[src/rtl/vector_store_serializer.sv]
// Serializes one LANES*LANE_W vector store into consecutive LANE_W word writes on a scalar memory port.
// Optional build macro VSTORE_LANE_MASK_EN adds a per-lane write mask (in_mask).
module vector_store_serializer #(
  parameter int LANES  = 4,
  parameter int LANE_W = 32,
  parameter int ADDR_W = 32,
  parameter int STEP   = 4
) (
  input  logic                      clk,
  input  logic                      reset,
  input  logic                      in_valid,
  output logic                      in_ready,
  input  logic [LANES*LANE_W-1:0]   in_data,
  input  logic [ADDR_W-1:0]         in_addr,
`ifdef VSTORE_LANE_MASK_EN
  input  logic [LANES-1:0]          in_mask,
`endif
  output logic                      mem_we,
  output logic [ADDR_W-1:0]         mem_addr,
  output logic [LANE_W-1:0]         mem_wdata,
  input  logic                      mem_ready,
  output logic                      busy,
  output logic                      done
);

  localparam int LW = (LANES > 1) ? $clog2(LANES) : 1;

  typedef enum logic {
    IDLE  = 1'b0,
    WRITE = 1'b1
  } state_t;

  state_t                    state_q, state_d;
  logic [LW-1:0]             lane_q, lane_d;
  logic [LANES*LANE_W-1:0]   data_q, data_d;
  logic [ADDR_W-1:0]         addr_q, addr_d;
  logic                      done_q, done_d;

  logic [LW-1:0]             first_lane;
  logic [LW-1:0]             next_lane;
  logic                      has_next;
  logic                      accept_write;
  logic [LANE_W-1:0]         lane_word [LANES];

`ifdef VSTORE_LANE_MASK_EN
  logic [LANES-1:0]          mask_q, mask_d;

  // Masked lanes cost no cycles: jump straight to the lowest set bit (above the current lane).
  always_comb begin
    first_lane = '0;
    next_lane  = lane_q;
    has_next   = 1'b0;
    for (int i = LANES - 1; i >= 0; i--) begin
      if (in_mask[i]) begin
        first_lane = LW'(i);
      end
      if (mask_q[i] && (LW'(i) > lane_q)) begin
        next_lane = LW'(i);
        has_next  = 1'b1;
      end
    end
  end
`else
  always_comb begin
    first_lane = '0;
    next_lane  = lane_q + LW'(1);
    has_next   = (lane_q != LW'(LANES - 1));
  end
`endif

  always_comb begin
    for (int i = 0; i < LANES; i++) begin
      lane_word[i] = data_q[i*LANE_W +: LANE_W];
    end
  end

  assign accept_write = (state_q == WRITE) && mem_ready;

  always_comb begin
    state_d = state_q;
    lane_d  = lane_q;
    data_d  = data_q;
    addr_d  = addr_q;
    done_d  = 1'b0;
`ifdef VSTORE_LANE_MASK_EN
    mask_d  = mask_q;
`endif
    case (state_q)
      IDLE: begin
        if (in_valid) begin
          data_d = in_data;
          addr_d = in_addr;
          lane_d = first_lane;
`ifdef VSTORE_LANE_MASK_EN
          mask_d = in_mask;
          // An all-zero mask completes immediately without ever entering WRITE.
          if (in_mask == '0) begin
            done_d = 1'b1;
          end else begin
            state_d = WRITE;
          end
`else
          state_d = WRITE;
`endif
        end
      end
      WRITE: begin
        if (accept_write) begin
          if (has_next) begin
            lane_d = next_lane;
          end else begin
            state_d = IDLE;
            lane_d  = '0;
            done_d  = 1'b1;
          end
        end
      end
      default: begin
        state_d = IDLE;
        lane_d  = '0;
      end
    endcase
  end

  always_ff @(posedge clk) begin
    if (reset) begin
      state_q <= IDLE;
      lane_q  <= '0;
      data_q  <= '0;
      addr_q  <= '0;
      done_q  <= 1'b0;
`ifdef VSTORE_LANE_MASK_EN
      mask_q  <= '0;
`endif
    end else begin
      state_q <= state_d;
      lane_q  <= lane_d;
      data_q  <= data_d;
      addr_q  <= addr_d;
      done_q  <= done_d;
`ifdef VSTORE_LANE_MASK_EN
      mask_q  <= mask_d;
`endif
    end
  end

  // Port values come only from held state, so they stay put across mem_ready stalls.
  always_comb begin
    in_ready  = (state_q == IDLE);
    busy      = (state_q == WRITE);
    mem_we    = (state_q == WRITE);
    mem_addr  = '0;
    mem_wdata = '0;
    if (state_q == WRITE) begin
      mem_addr  = addr_q + (ADDR_W'(lane_q) * ADDR_W'(STEP));
      mem_wdata = lane_word[lane_q];
    end
    done = done_q;
  end

endmodule

[config.mk]
export PLATFORM = sky130hd
export DESIGN_NAME = vector_store_serializer
export DESIGN_NICKNAME = d
export VERILOG_FILES = /design/src/rtl/vector_store_serializer.sv
export SDC_FILE = /design/constraint.sdc
export NUM_CORES = 1
export LEC_CHECK = 0
export BUFFER_PORTS_ARGS = -buffer_cell sky130_fd_sc_hd__buf_2
export CORE_MARGIN = 10
export CORE_UTILIZATION = 44
export CTS_BUF_LIST = sky130_fd_sc_hd__clkbuf_2 sky130_fd_sc_hd__clkbuf_4 sky130_fd_sc_hd__clkbuf_8
export DETAILED_ROUTE_END_ITERATION = 6
export GPL_ROUTABILITY_DRIVEN = 0
export MAX_ROUTING_LAYER = met4
export PLACE_DENSITY = 0.77
export SLEW_MARGIN = 5
export SYNTH_ARGS = -nofsm -noshare
export SYNTH_HDL_FRONTEND = slang
export SYNTH_SLANG_ARGS = --single-unit
[constraint.sdc]
create_clock -name clk -period 2.3 [get_ports clk]
set_clock_uncertainty 0.1 [all_clocks]
set_input_delay 0.23 -clock clk [delete_from_list [all_inputs] [get_ports clk]]
set_output_delay 0.23 -clock clk [all_outputs]
set_load 0.1 [all_outputs]
==> qor.yml <==
detailed_routing:
  drt_iter0_markers: 750
  antenna_left: 0
  dr_total_vias: 8693
  drcViolationCount: 0
  wl_microns: 32000
  drt-pass1-iter-count: 5
  wl_per_cell_microns: 20.4
  vias_per_cell: 5.53
critical_path:
  critPathArrivalTime_ns: 2.57
  end_kind: "output pin"
  start_kind: "flip-flop"
  required_ns: 1.97
  crit_fanout: 5
  path_class: "reg -> out"
timing:
  rsz0062_at_grt: "true"
  fin_ws_ns: -0.599
  maxSlewViolCount: 0
  setup_viol: 60
  finalSetupTns_ns: -19.02
  tightest_slew_ns: 0.666
  min_period_ns: 2.90
  hold_viol_final: 0
  finalCritPeriodShare: 1.26
  slew_headroom: 0.556
  fmax_mhz: 345
floorplanning:
  fp.dieH_microns: 149
  die_x_microns: 149
  core_region_area_sq_um: 16500
  pin_count: 232
  initial_core_util: 0.446
  fp.dieArea_sq_um: 22300
  num_rows: 47
clock_network:
  htree_num_levels: 4
  cts.clk_slew.worst_paths_ns: 0.08
  clock-root-buffer: "clkbuf_8"
  ctsLongestPathBuffers: 2
  insertion_delay_ns: 0.45
  cts_buffers: 17
  cts_tree: "yes"
  cts_sinks: 164
global_route:
  grt_pass1_vias: 9122
  grt_max_degree: 97
  antenna_found_initial: 7
  gr-total-overflow: 0
  grt_first_pass_wirelength_microns: 48400
  grt_use_total: 0.281
logic_synthesis:
  yosys_warnings: 0
  avgSynthCellArea_sq_um: 8.02
  syn-instance-count: 920
  synth-seq-cells: 164
  yosysUniqueCellTypes: 34
  synth_area_leaders: "dfxtp_1 (45%), nand2_1 (17%), a21oi_1 (12%)"
  yosys.area.top_type_share: 0.445
  synth_top_area_cell: "dfxtp_1"
  synth_area_sq_um: 7380
  synth_seq_area_share: 0.445
  synth_fp_nets: 1088
finish:
  syn_to_final_growth_pct: 77.1
  stdcell_count: 1571
  nets: 1498
  fin_area_sq_um: 13100
  layout-drive-gt1-share: 0.365
  mostFrequentLayoutCells: "nand2_1 (328), buf_2 (167), dlygate4sd3_1 (161)"
  fillers: 905
  layout_commonest_cell: "nand2_1"
placement:
  dp_cells: 1342
  placed_area_sq_um: 9840
  numPortBuffers: 231
  hpwl_microns: 16100
power:
  peakVddDrop_v: 0.000441
  p_leak_nw: 5.18
  power_mw: 6.91
  powerDensity_nw_per_um2: 529
run:
  cap_violations: 0
status:
  violations: "negative setup slack"
  outcome: "finished with violations"
hold_path:
  hold_class: "in -> reg"
==> repair_timing <==
item	CTS	global route
resized for setup	219	28
pin swaps	25	16
gates cloned	4	0
hold endpoints to repair	162	0
hold buffers	161	0
endpoints found under the setup margin	60	61
setup buffers	23	7
==> cell usage after synthesis (all sizes together) <==
master	instances
o21ai	1
and4	6
fa	1
nand4	8
clkbuf	66
inv	3
buf	11
nor2	19
nor4b	3
xnor2	6
o31ai	10
o21bai	1
dfxtp	164
mux2i	2
nand2	331
mux4	32
and2	38
or4	10
a32oi	2
and3	1
ha	3
a21oi	173
nor3	2
nor3b	2
a21o	1
xor2	8
or4b	1
or3	1
nand2b	2
or2	1
nor2b	2
nand3	9
==> per-layer routing <==
| layer | up-vias | part of all wire | GRT usage | routed length, microns |
|---|---|---|---|---|
| met5 | - | 0 | - | 0 |
| met4 | 0 | 0.062 | 0.173 | 1990 |
| met3 | 163 | 0.075 | 0.0619 | 2390 |
| met2 | 492 | 0.51 | 0.475 | 16200 |
| met1 | 4124 | 0.36 | 0.294 | 11400 |
| li1 | 3914 | - | - | - |
==> area by class of cell <==
type	instances	area (sq um)	share of cell area
flip-flops and latches	164	3300	0.253
clock inverters	11	124	0.00948
inverters	3	11.3	0.000862
clock buffers	21	283	0.0217
diodes	8	20.0	0.00153
multi-input cells	677	4460	0.341
repair buffers	467	4590	0.351
well taps	220	275	0.0211
==> worst paths after layout <==
check                                start                        to  slack, ns  depth (start not counted)
setup / recovery    lane_q[0]$_SDFFE_PP0P_              mem_addr[26]      -0.60                          8
hold / removal                    in_valid           busy$_SDFF_PP0_       0.03                          3
setup reg to reg           busy$_SDFF_PP0_    data_q[9]$_SDFFE_PP0P_       0.28                          5
hold reg to reg   data_q[108]$_SDFFE_PP0P_  data_q[108]$_SDFFE_PP0P_       0.35                          2
==> cells by family (layout without fill, tap and decap cells) <==
kind of cell    Yosys count  after routing  synth area share
other cells               0              8                 0
xor+xnor                 14             14            0.0166
compound gates          188            188             0.133
fa+ha+maj                 4              4           0.00780
simple gates            436            437             0.255
mux                      34             34             0.100
flops                   164            164             0.445
buf+inv                  80            502            0.0426
==> stage by stage <==
stage / setup WS [ns] / utilization / hold slack (ns)
global placement: -0.154 / 0.596 / 0.338
global route: -0.669 / 0.790 / 0.0347
CTS: -0.564 / 0.784 / 0.0140
detailed placement: -0.192 / 0.596 / 0.343
floorplan: -0.377 / - / 0.258
finish: -0.599 / 0.790 / 0.0328
==> worst max-delay path, stage by stage (launching register included) <==
cell and delay (ns):
dfxtp_4 0.37, ha_4 0.15, fa_2 0.23, and4_4 0.26, nand3_4 0.13, buf_6 0.14
or4_4 0.43, a21oi_4 0.21, buf_12 0.19
==> registers in the layout, summed over array words and instances, names as in the netlist <==
register / count
data_q: 128
addr_q: 32
lane_q: 2
busy: 1
done: 1
==> where the power goes <==
| part | leakage, nW | internal, mW | switching [mW] |
|---|---|---|---|
| Sequential | 1.35 | 3.00 | 0.109 |
| Clock | 0.210 | 1.07 | 1.11 |
| Combinational | 3.62 | 0.744 | 0.883 |
Note: power is estimated with default switching activity, not from simulation.
